===== src/rtl/axi_stream_if.sv =====
// AXI-stream channel bundle (data/valid/ready/last) shared by the CSR source and its consumers.
// The master drives data/valid/last and the slave drives ready.
interface axi_stream_if #(
    parameter int WIDTH = 32
) ();
    logic [WIDTH-1:0] data;
    logic             valid;
    logic             ready;
    logic             last;

    modport master (output data, output valid, output last, input ready);
    modport slave  (input data, input valid, input last, output ready);
endinterface


===== src/rtl/csr_stream_source.sv =====
// CSR matrix source: reads values, column indices and row pointers from three synchronous-read
// memories and streams them out on three independent AXI-stream masters.
module csr_stream_source #(
    parameter int DATA_WIDTH = 32,
    parameter int IDX_WIDTH  = 32,
    parameter int MAX_NNZ    = 1024,
    parameter int MAX_ROWS   = 256,
    parameter int BUF_DEPTH  = 4,
    localparam int NNZ_W     = $clog2(MAX_NNZ + 1),
    localparam int ROW_W     = $clog2(MAX_ROWS + 2)
) (
    input  logic                  clk,
    input  logic                  rst_n,
    input  logic                  start,
    input  logic [NNZ_W-1:0]      nnz,
    input  logic [ROW_W-1:0]      n_rows,
    output logic                  busy,
    output logic                  done,
    output logic                  val_mem_en,
    output logic [NNZ_W-1:0]      val_mem_addr,
    input  logic [DATA_WIDTH-1:0] val_mem_rdata,
    output logic                  col_mem_en,
    output logic [NNZ_W-1:0]      col_mem_addr,
    input  logic [IDX_WIDTH-1:0]  col_mem_rdata,
    output logic                  row_mem_en,
    output logic [ROW_W-1:0]      row_mem_addr,
    input  logic [IDX_WIDTH-1:0]  row_mem_rdata,
    axi_stream_if.master          val,
    axi_stream_if.master          c_idx,
    axi_stream_if.master          r_beg
);
    // Channel 0 = val, 1 = c_idx, 2 = r_beg; all share one widened datapath.
    localparam int NCH = 3;
    localparam int AW  = (NNZ_W > ROW_W) ? NNZ_W : ROW_W;
    localparam int DW  = (DATA_WIDTH > IDX_WIDTH) ? DATA_WIDTH : IDX_WIDTH;
    localparam int PW  = (BUF_DEPTH > 1) ? $clog2(BUF_DEPTH) : 1;
    localparam int FW  = $clog2(BUF_DEPTH + 1) + 1;

    typedef enum logic [1:0] {ST_IDLE, ST_RUN, ST_DONE} state_t;

    state_t         state, state_nxt;
    logic [AW-1:0]  total  [NCH];
    logic [AW-1:0]  issued [NCH];
    logic [AW-1:0]  sent   [NCH];
    logic [PW-1:0]  rd_ptr [NCH];
    logic [PW-1:0]  wr_ptr [NCH];
    logic [FW-1:0]  count  [NCH];
    logic [DW-1:0]  rdata  [NCH];
    logic [DW-1:0]  head   [NCH];
    logic [DW-1:0]  fifo_mem [NCH][BUF_DEPTH];
    logic [NCH-1:0] inflight, issue, push, pop, valid, is_last, drained, ready;
    logic [NNZ_W-1:0] nnz_sat;
    logic [ROW_W-1:0] rows_sat;

    function automatic logic [PW-1:0] ptr_inc(input logic [PW-1:0] p);
        return (p == PW'(BUF_DEPTH - 1)) ? '0 : p + PW'(1);
    endfunction

    assign nnz_sat  = (nnz > NNZ_W'(MAX_NNZ)) ? NNZ_W'(MAX_NNZ) : nnz;
    assign rows_sat = (n_rows > ROW_W'(MAX_ROWS)) ? ROW_W'(MAX_ROWS) : n_rows;

    assign rdata[0] = DW'(val_mem_rdata);
    assign rdata[1] = DW'(col_mem_rdata);
    assign rdata[2] = DW'(row_mem_rdata);
    assign ready    = {r_beg.ready, c_idx.ready, val.ready};

    // Credits cover buffered beats plus the read still in flight, so a push always has room.
    always_comb begin
        for (int c = 0; c < NCH; c++) begin
            valid[c]   = (count[c] != '0);
            pop[c]     = valid[c] && ready[c];
            push[c]    = inflight[c];
            issue[c]   = (state == ST_RUN) && (issued[c] < total[c]) &&
                         ((count[c] + FW'(inflight[c])) < FW'(BUF_DEPTH));
            drained[c] = (sent[c] == total[c]);
            is_last[c] = valid[c] && (sent[c] == total[c] - AW'(1));
            head[c]    = fifo_mem[c][rd_ptr[c]];
        end
    end

    // NOTE: every variable of a combinational block gets a default first, so no path can infer a latch.
    always_comb begin
        state_nxt = state;
        unique case (state)
            ST_IDLE: if (start) state_nxt = ST_RUN;
            ST_RUN:  if (&drained) state_nxt = ST_DONE;
            ST_DONE: state_nxt = ST_IDLE;
            default: state_nxt = ST_IDLE;
        endcase
    end

    // NOTE: sequential state is updated with non-blocking assignments so all registers see pre-edge values.
    always_ff @(posedge clk) begin
        if (!rst_n) begin
            state    <= ST_IDLE;
            inflight <= '0;
            for (int c = 0; c < NCH; c++) begin
                total[c]  <= '0;
                issued[c] <= '0;
                sent[c]   <= '0;
                rd_ptr[c] <= '0;
                wr_ptr[c] <= '0;
                count[c]  <= '0;
            end
        end else begin
            state <= state_nxt;
            if (state == ST_IDLE && start) begin
                total[0] <= AW'(nnz_sat);
                total[1] <= AW'(nnz_sat);
                total[2] <= AW'(rows_sat) + AW'(1);
                inflight <= '0;
                for (int c = 0; c < NCH; c++) begin
                    issued[c] <= '0;
                    sent[c]   <= '0;
                    rd_ptr[c] <= '0;
                    wr_ptr[c] <= '0;
                    count[c]  <= '0;
                end
            end else begin
                inflight <= issue;
                for (int c = 0; c < NCH; c++) begin
                    if (issue[c]) issued[c] <= issued[c] + AW'(1);
                    if (pop[c]) begin
                        sent[c]   <= sent[c] + AW'(1);
                        rd_ptr[c] <= ptr_inc(rd_ptr[c]);
                    end
                    if (push[c]) wr_ptr[c] <= ptr_inc(wr_ptr[c]);
                    if (push[c] && !pop[c])      count[c] <= count[c] + FW'(1);
                    else if (!push[c] && pop[c]) count[c] <= count[c] - FW'(1);
                end
            end
        end
    end

    // NOTE: FIFO storage is not reset; the cleared pointers and counts make stale entries unreachable.
    always_ff @(posedge clk) begin
        for (int c = 0; c < NCH; c++) begin
            if (push[c]) fifo_mem[c][wr_ptr[c]] <= rdata[c];
        end
    end

    assign busy = (state == ST_RUN);
    assign done = (state == ST_DONE);

    assign val_mem_en   = issue[0];
    assign val_mem_addr = issued[0][NNZ_W-1:0];
    assign col_mem_en   = issue[1];
    assign col_mem_addr = issued[1][NNZ_W-1:0];
    assign row_mem_en   = issue[2];
    assign row_mem_addr = issued[2][ROW_W-1:0];

    assign val.valid   = valid[0];
    assign val.data    = head[0][DATA_WIDTH-1:0];
    assign val.last    = is_last[0];
    assign c_idx.valid = valid[1];
    assign c_idx.data  = head[1][IDX_WIDTH-1:0];
    assign c_idx.last  = is_last[1];
    assign r_beg.valid = valid[2];
    assign r_beg.data  = head[2][IDX_WIDTH-1:0];
    assign r_beg.last  = is_last[2];
endmodule


===== src/flat_wrapper.sv =====
// flat-port wrapper written by rule: the top's interface ports become plain ports
module csr_stream_source_flat 
#(
    parameter int DATA_WIDTH = 32,
    parameter int IDX_WIDTH  = 32,
    parameter int MAX_NNZ    = 1024,
    parameter int MAX_ROWS   = 256,
    parameter int BUF_DEPTH  = 4,
    localparam int NNZ_W     = $clog2(MAX_NNZ + 1),
    localparam int ROW_W     = $clog2(MAX_ROWS + 2)
)
  (clk, rst_n, start, nnz, n_rows, busy, done, val_mem_en, val_mem_addr, val_mem_rdata, col_mem_en, col_mem_addr, col_mem_rdata, row_mem_en, row_mem_addr, row_mem_rdata, val_data, val_valid, val_last, val_ready, c_idx_data, c_idx_valid, c_idx_last, c_idx_ready, r_beg_data, r_beg_valid, r_beg_last, r_beg_ready);
  axi_stream_if #(.WIDTH(32)) val_i ();
  axi_stream_if #(.WIDTH(32)) c_idx_i ();
  axi_stream_if #(.WIDTH(32)) r_beg_i ();
  input  logic clk;
  input  logic rst_n;
  input  logic start;
  input  logic [NNZ_W-1:0] nnz;
  input  logic [ROW_W-1:0] n_rows;
  output logic busy;
  output logic done;
  output logic val_mem_en;
  output logic [NNZ_W-1:0] val_mem_addr;
  input  logic [DATA_WIDTH-1:0] val_mem_rdata;
  output logic col_mem_en;
  output logic [NNZ_W-1:0] col_mem_addr;
  input  logic [IDX_WIDTH-1:0] col_mem_rdata;
  output logic row_mem_en;
  output logic [ROW_W-1:0] row_mem_addr;
  input  logic [IDX_WIDTH-1:0] row_mem_rdata;
  output wire logic [$bits(val_i.data)-1:0] val_data;
  output wire logic [$bits(val_i.valid)-1:0] val_valid;
  output wire logic [$bits(val_i.last)-1:0] val_last;
  input wire logic [$bits(val_i.ready)-1:0] val_ready;
  output wire logic [$bits(c_idx_i.data)-1:0] c_idx_data;
  output wire logic [$bits(c_idx_i.valid)-1:0] c_idx_valid;
  output wire logic [$bits(c_idx_i.last)-1:0] c_idx_last;
  input wire logic [$bits(c_idx_i.ready)-1:0] c_idx_ready;
  output wire logic [$bits(r_beg_i.data)-1:0] r_beg_data;
  output wire logic [$bits(r_beg_i.valid)-1:0] r_beg_valid;
  output wire logic [$bits(r_beg_i.last)-1:0] r_beg_last;
  input wire logic [$bits(r_beg_i.ready)-1:0] r_beg_ready;
  assign val_data = val_i.data;
  assign val_valid = val_i.valid;
  assign val_last = val_i.last;
  assign val_i.ready = val_ready;
  assign c_idx_data = c_idx_i.data;
  assign c_idx_valid = c_idx_i.valid;
  assign c_idx_last = c_idx_i.last;
  assign c_idx_i.ready = c_idx_ready;
  assign r_beg_data = r_beg_i.data;
  assign r_beg_valid = r_beg_i.valid;
  assign r_beg_last = r_beg_i.last;
  assign r_beg_i.ready = r_beg_ready;
  csr_stream_source #(.DATA_WIDTH(DATA_WIDTH), .IDX_WIDTH(IDX_WIDTH), .MAX_NNZ(MAX_NNZ), .MAX_ROWS(MAX_ROWS), .BUF_DEPTH(BUF_DEPTH)) u_core (.clk(clk), .rst_n(rst_n), .start(start), .nnz(nnz), .n_rows(n_rows), .busy(busy), .done(done), .val_mem_en(val_mem_en), .val_mem_addr(val_mem_addr), .val_mem_rdata(val_mem_rdata), .col_mem_en(col_mem_en), .col_mem_addr(col_mem_addr), .col_mem_rdata(col_mem_rdata), .row_mem_en(row_mem_en), .row_mem_addr(row_mem_addr), .row_mem_rdata(row_mem_rdata), .val(val_i), .c_idx(c_idx_i), .r_beg(r_beg_i));
endmodule

===== config.mk =====
export PLATFORM = sky130hd
export DESIGN_NAME = csr_stream_source_flat
export DESIGN_NICKNAME = d
export VERILOG_FILES = /design/src/rtl/axi_stream_if.sv /design/src/rtl/csr_stream_source.sv /design/src/flat_wrapper.sv
export SDC_FILE = /design/constraint.sdc
export NUM_CORES = 1
export LEC_CHECK = 0
export ABC_AREA = 1
export CAP_MARGIN = 20
export CORE_ASPECT_RATIO = 1.4
export CORE_MARGIN = 10
export CORE_UTILIZATION = 30
export DETAILED_ROUTE_END_ITERATION = 10
export PLACE_DENSITY = 0.5
export SETUP_SLACK_MARGIN = 0.02
export SYNTH_ARGS = -nofsm -noshare
export SYNTH_HDL_FRONTEND = slang
export SYNTH_SLANG_ARGS = --single-unit

===== constraint.sdc =====
create_clock -name clk -period 2.5 [get_ports clk]
set_input_delay 0.5 -clock clk [delete_from_list [all_inputs] [get_ports clk]]
set_output_delay 0.5 -clock clk [all_outputs]
set_load 0.02 [all_outputs]

==> flow_summary.toml, run 1 <==
[detailed_routing]
wl_per_cell_um = 19.6
drt_iter0_markers = 745
vias = 16400
ant_nets = 0
wirelength_um = 67300
drc_errors = 0
avgViaCountPerCell = 4.77
first_pass_iters = 6

[logic_synthesis]
synth_nets = 2150
synthSimpleGateAreaFrac = 0.129
postSynth.asyncResetShare = 0
synth.area.top_cells = "edfxtp_1, nor2_1, o21ai_0"
synth_seq_cells = 500
synth-main-ff-cell = "edfxtp_1"
synth_compound_area_frac = 0.0872
synth_top_area_frac = 0.661
synth_top_family_by_area = "simple AND/OR/NAND/NOR gates"
synth-edff-count = 495
synth.largest_area_cell = "edfxtp_1"
synthAdderAreaFrac = 0.0346
synthTopCellsByCount = "edfxtp_1, nor2_1, o21ai_0"
muxShareOfSynthArea = 0
synth_cell_types = 45
ys_warn_count = 0
yosysSeqAreaShare = 0.665
netlist_instances = 1967
yosysMostFrequentCell = "edfxtp_1"
syn_area_per_cell_um2 = 11.4
netlist_area_mm2 = 0.0225
synth_xor_area_frac = 0.0288

[power]
internal-power_w = 0.0182
p_leak_nw = 12.0
netSwitchingPower_w = 0.00827
power.density_mw_per_mm2 = 833
max-vdd-ir-drop_mv = 0.451
seq_power_share = 0.380
power.total_w = 0.0264
clkPwrFrac = 0.296
combPwrFrac = 0.324
p_sw_frac = 0.313

[run_status]
violations = "setup timing"
status = "finished with violations"

[critical_path]
required_ns = 2.00
crit_start = "u_core.total[0][12]"
r2r_start = "u_core.count[1][3]"
end_kind = "output port"
worstSetupEndpoint = "val_last"
cp.arrival_ns = 2.36
critPathKind = "flop to output port"
start_kind = "flop"
r2r-end = "u_core.count[1][3]"
r2r_cells = 11
reg2reg_setup_slack_ns = 0.21
critPathMaxFanout = 5

[sta]
period_needed_ns = 2.86
fin_crit_sh = 1.14
max_freq_mhz = 350
slew-limit-headroom = 0.606
finalSetupViolations = 16
fin_tns_setup_ns = -1.52
setup_ws_ns = -0.360
finalMaxSlewViolations = 0
rsz0062_at_grt = "true"
fin_skew_ns = 0.0115
hold_viol = 0
worst-slew-pin-transition_ns = 0.591

[cts]
cts_buffers = 51
cts.sinks = 500
cts_tree = "done"
htree_num_levels = 2
clk_pin_slew_ns = 0.06
cts_buffer_depth = 3
clock_latency_ns = 0.59
clockRootBuffer = "clkbuf_16"

[floorplan]
rows = 118
fp.dieH_um = 344
start_util = 0.303
die_w_um = 251
core_region_area_mm2 = 0.0741
io_pins = 260
die-area_mm2 = 0.0865

[cells_and_area]
nets = 2620
fillers = 7019
utilization = 0.428
drive_above_1_share = 0.296
area_growth_pct = 40.9
final_area_mm2 = 0.0317

[grt]
overflow = 0
grt_pass1_wl_um = 99400
grtUsageTotal = 0.148
grt_max_degree = 34
antenna_found_initial = 3
grt_pass1_vias = 17100

[hold_path]
holdPathStages = 1
min_path_type = "input port to flop"

[place]
pre_cts_ws_ns = -0.323
placed_area_mm2 = 0.0272
place_congestion = 0.862
port-buffer-count = 259
dp_hpwl_um = 41600

[job]
maxCapViolations = 0
[worst min-delay path by stage]
stage | startpoint | end | slack (ns)
global route | row_mem_rdata[5] | u_core.fifo_mem[0][261] | 0.51
finish | val_mem_rdata[31] | u_core.fifo_mem[0][127] | 0.54
detailed placement | u_core.wr_ptr[0][2] | u_core.wr_ptr[0][2] | 0.63
floorplan | u_core.wr_ptr[0][0] | u_core.wr_ptr[0][0] | 0.59
CTS | col_mem_rdata[15] | u_core.fifo_mem[0][207] | 0.49
global placement | u_core.wr_ptr[0][2] | u_core.wr_ptr[0][2] | 0.60
[power by group through the flow]
stage               combinational (W)  clock [W]  sequential, W
floorplan                     0.00340          0         0.0102
global placement              0.00654          0         0.0102
CTS                           0.00759    0.00809         0.0100
finish                        0.00855    0.00783         0.0100
global route                  0.00922    0.00842         0.0101
detailed placement            0.00662          0         0.0102
[metrics by stage]
stage / instances / hold WS, ns
2_1_floorplan: 1967 / 0.586
3_3_place_gp: 3261 / 0.602
3_5_place_dp: 3261 / 0.627
4_1_cts: 3408 / 0.486
5_1_grt: 3435 / 0.510
6_report: 3436 / 0.545
[per-layer routing]
metal / vias up / routed length, µm / global-route usage
met5: - / 13 / 0
met2: 358 / 35100 / 0.276
met3: 92 / 2920 / 0.0256
li1: 7849 / - / -
met4: 2 / 1650 / 0.0403
met1: 8072 / 27700 / 0.171
[registers in the layout, summed over array words and instances (netlist names)]
| register | count |
|---|---|
| u_core.total | 21 |
| u_core.rd_ptr | 6 |
| u_core.state | 2 |
| u_core.count | 12 |
| u_core.issued | 33 |
| u_core.wr_ptr | 6 |
| u_core.sent | 33 |
| u_core.fifo_mem | 384 |
| u_core.inflight | 3 |
[cells by family after synthesis]
| family | Yosys count |
|---|---|
| adder cells (fa/ha/maj) | 61 |
| buffers and inverters | 284 |
| flip-flops | 500 |
| XOR/XNOR | 74 |
| other | 1 |
| AO/OA/AOI/OAI | 356 |
| AND/OR/NAND/NOR | 691 |
[critical path: stages, from the launching register on]
cell      delay, ns
edfxtp_1       0.42
buf_4          0.18
nor2_4         0.16
nand3_4        0.11
buf_4          0.15
or2_2          0.29
nand3_1        0.09
nor2_1         0.05
nand4_1        0.11
nor2_1         0.06
buf_4          0.15
[placed cells by master (no fill, tap or decap), drive strengths merged, types with 26 or more instances in the layout]
cell	instances
clkinv	26
xor2	40
buf	348
clkbuf	67
edfxtp	495
nand3	98
nor3	26
nor2	321
xnor2	34
o22ai	98
o21ai	216
nand2	212
inv	186
a21oi	32
ha	59
clkdlybuf4s50	154
[timing repair]
action | CTS | global route
pin swaps | 65 | 92
buffers inserted | 43 | 25
hold buffers | 0 | 0
gates resized for setup | 694 | 379
cloned | 14 | 12
endpoints found under the setup margin | 102 | 89
[final cells by class]
cell class                      instances  area [µm²]  share of cell area
Tap cell                              960        1200              0.0379
Inverter                              186         738              0.0233
Clock inverter                         35         393              0.0124
Timing Repair Buffer                  515        5330               0.168
Antenna cell                            1        2.50           0.0000789
Clock buffer                           56        1290              0.0408
Sequential cell                       500       15000               0.472
Multi-Input combinational cell       1183        7780               0.245
Note: power is estimated with default switching activity, not from simulation.
==> inputs of run 2 (changes only) <==
- CORE_UTILIZATION: 30 -> 51
- PLACE_DENSITY: 0.5 -> 0.77
==> flow_summary.toml, run 2 (synthesis gave the netlist of run 1 again) <==
[place]
dp_hpwl_um = 39900
port-buffer-count = 259
place_congestion = 0.849

[power]
power.density_mw_per_mm2 = 846
max-vdd-ir-drop_mv = 0.601
power.total_w = 0.0244
p_leak_nw = 11.2

[grt]
grt_max_degree = 41
grt_pass1_wl_um = 90300
antenna_found_initial = 8
overflow = 0
grtUsageTotal = 0.216
grt_pass1_vias = 16700

[critical_path]
cpMostUsedCell = "buf_4"
start_kind = "flop"
required_ns = 2.00
cpPeakStageDelay_ns = 0.41
end_kind = "output port"
cp.arrival_ns = 2.25
crit_chain = "inv_2 > buf_4 > buf_4 > nand2_2 > nor2_4 > xor2_1 > nand3_1 > nor2_1 > nand3_1 > nor2_1 > buf_4"
cp_num_buf_inv = 4
slowest_stage = "edfxtp_1"
critPathMaxFanout = 6
critPathKind = "flop to output port"
crit_family = "simple AND/OR/NAND/NOR gates"

[job]
maxCapViolations = 0

[cts]
cts_tree = "done"
cts.sinks = 500
clk_pin_slew_ns = 0.07
cts_buffers = 47
clockRootBuffer = "clkbuf_16"
clock_latency_ns = 0.56
cts_buffer_depth = 3
htree_num_levels = 2

[sta]
max_freq_mhz = 364
fin_crit_sh = 1.10
finalMaxSlewViolations = 0
hold_viol = 0
worst-slew-pin-transition_ns = 0.558
finalSetupViolations = 5
fin_skew_ns = 0.0117
period_needed_ns = 2.75
setup_ws_ns = -0.249
fin_tns_setup_ns = -0.897
slew-limit-headroom = 0.625
rsz0062_at_grt = "true"

[run_status]
status = "finished with violations"
violations = "setup timing"

[detailed_routing]
drt_iter0_markers = 1020
wl_per_cell_um = 20.1
wirelength_um = 59800
vias = 16400
drc_errors = 0
first_pass_iters = 5
ant_nets = 0
avgViaCountPerCell = 5.51

[cells_and_area]
drive_above_1_share = 0.204
largest_register_ffs = 384
multi_input_area_mm2 = 0.00677
nets = 2552
final_cell_mix = "edfxtp_1, nor2_1, nand2_1, o21ai_0, buf_4"
fillers = 3156
seq_area_mm2 = 0.0150
layout_commonest_cell = "edfxtp_1"
utilization = 0.659
area_growth_pct = 28.4

[floorplan]
die_w_um = 197
core_region_area_mm2 = 0.0438
fp.dieH_um = 268
rows = 91
start_util = 0.513
io_pins = 260
die-area_mm2 = 0.0530

[hold_path]
min_path_type = "input port to flop"
-- run 2: cell count changes in the layout (fill, tap and decap cells not counted), sizes merged, moves of 2 or more --
cell           delta
buf             -102
clkbuf           +20
clkdlybuf4s15    +14
clkinv            -9
diode             +6
bufinv            +3
dlygate4sd2       +3
clkinvlp          +2
inv               -2
-- run 2: power by group --
part / switching [W] / total [W] / internal [W]
combinational: 0.00396 / 0.00661 / 0.00265
clock: 0.00306 / 0.00778 / 0.00472
sequential: 0.000340 / 0.0100 / 0.00970
-- run 2: final timing paths --
path / startpoint / to / slack [ns] / cells past startpoint
min: val_mem_rdata[26] / u_core.fifo_mem[0][58] / 0.58 / 1
max: u_core.total[0][11] / c_idx_last / -0.25 / 11
min reg2reg: u_core.wr_ptr[0][0] / u_core.wr_ptr[0][0] / 0.63 / 1
max reg2reg: u_core.total[0][16] / u_core.issued[0][15] / 0.13 / 15
-- run 2: layout make-up --
type                       count  share of cell area
inverter                     186              0.0246
multi-input combinational   1183               0.235
clock buffer                  57              0.0435
tap                          558              0.0242
sequential                   500               0.518
antenna                        7            0.000607
timing repair buffer         451               0.139
clock inverter                29              0.0149
-- run 2: per-layer routing --
layer	vias to the layer above	global-route usage	wire [µm]
met2	588	0.399	32200
met4	2	0.0985	2270
met5	-	0	17
met3	132	0.0378	3420
met1	7971	0.238	22000
li1	7692	-	-
-- run 2: repair_timing --
action,4_1_cts,5_1_grt
gates resized for setup,399,149
setup buffers,22,15
setup endpoints to repair,104,89
endpoints found under the hold margin,0,0
gates cloned,4,3
pin swaps,26,37
hold buffers,0,0
-- run 2: metrics by stage --
| stage | instances | hold WS (ns) | cell area (µm²) | setup slack, ns |
|---|---|---|---|---|
| after floorplan | 1967 | 0.586 | 22500 | 0.108 |
| after global placement | 2836 | 0.602 | 26500 | -0.211 |
| after detailed placement | 2836 | 0.619 | 26500 | -0.259 |
| after CTS | 2947 | 0.540 | 28500 | -0.332 |
| after global routing | 2971 | 0.562 | 28900 | -0.400 |
| final | 2971 | 0.576 | 28900 | -0.249 |
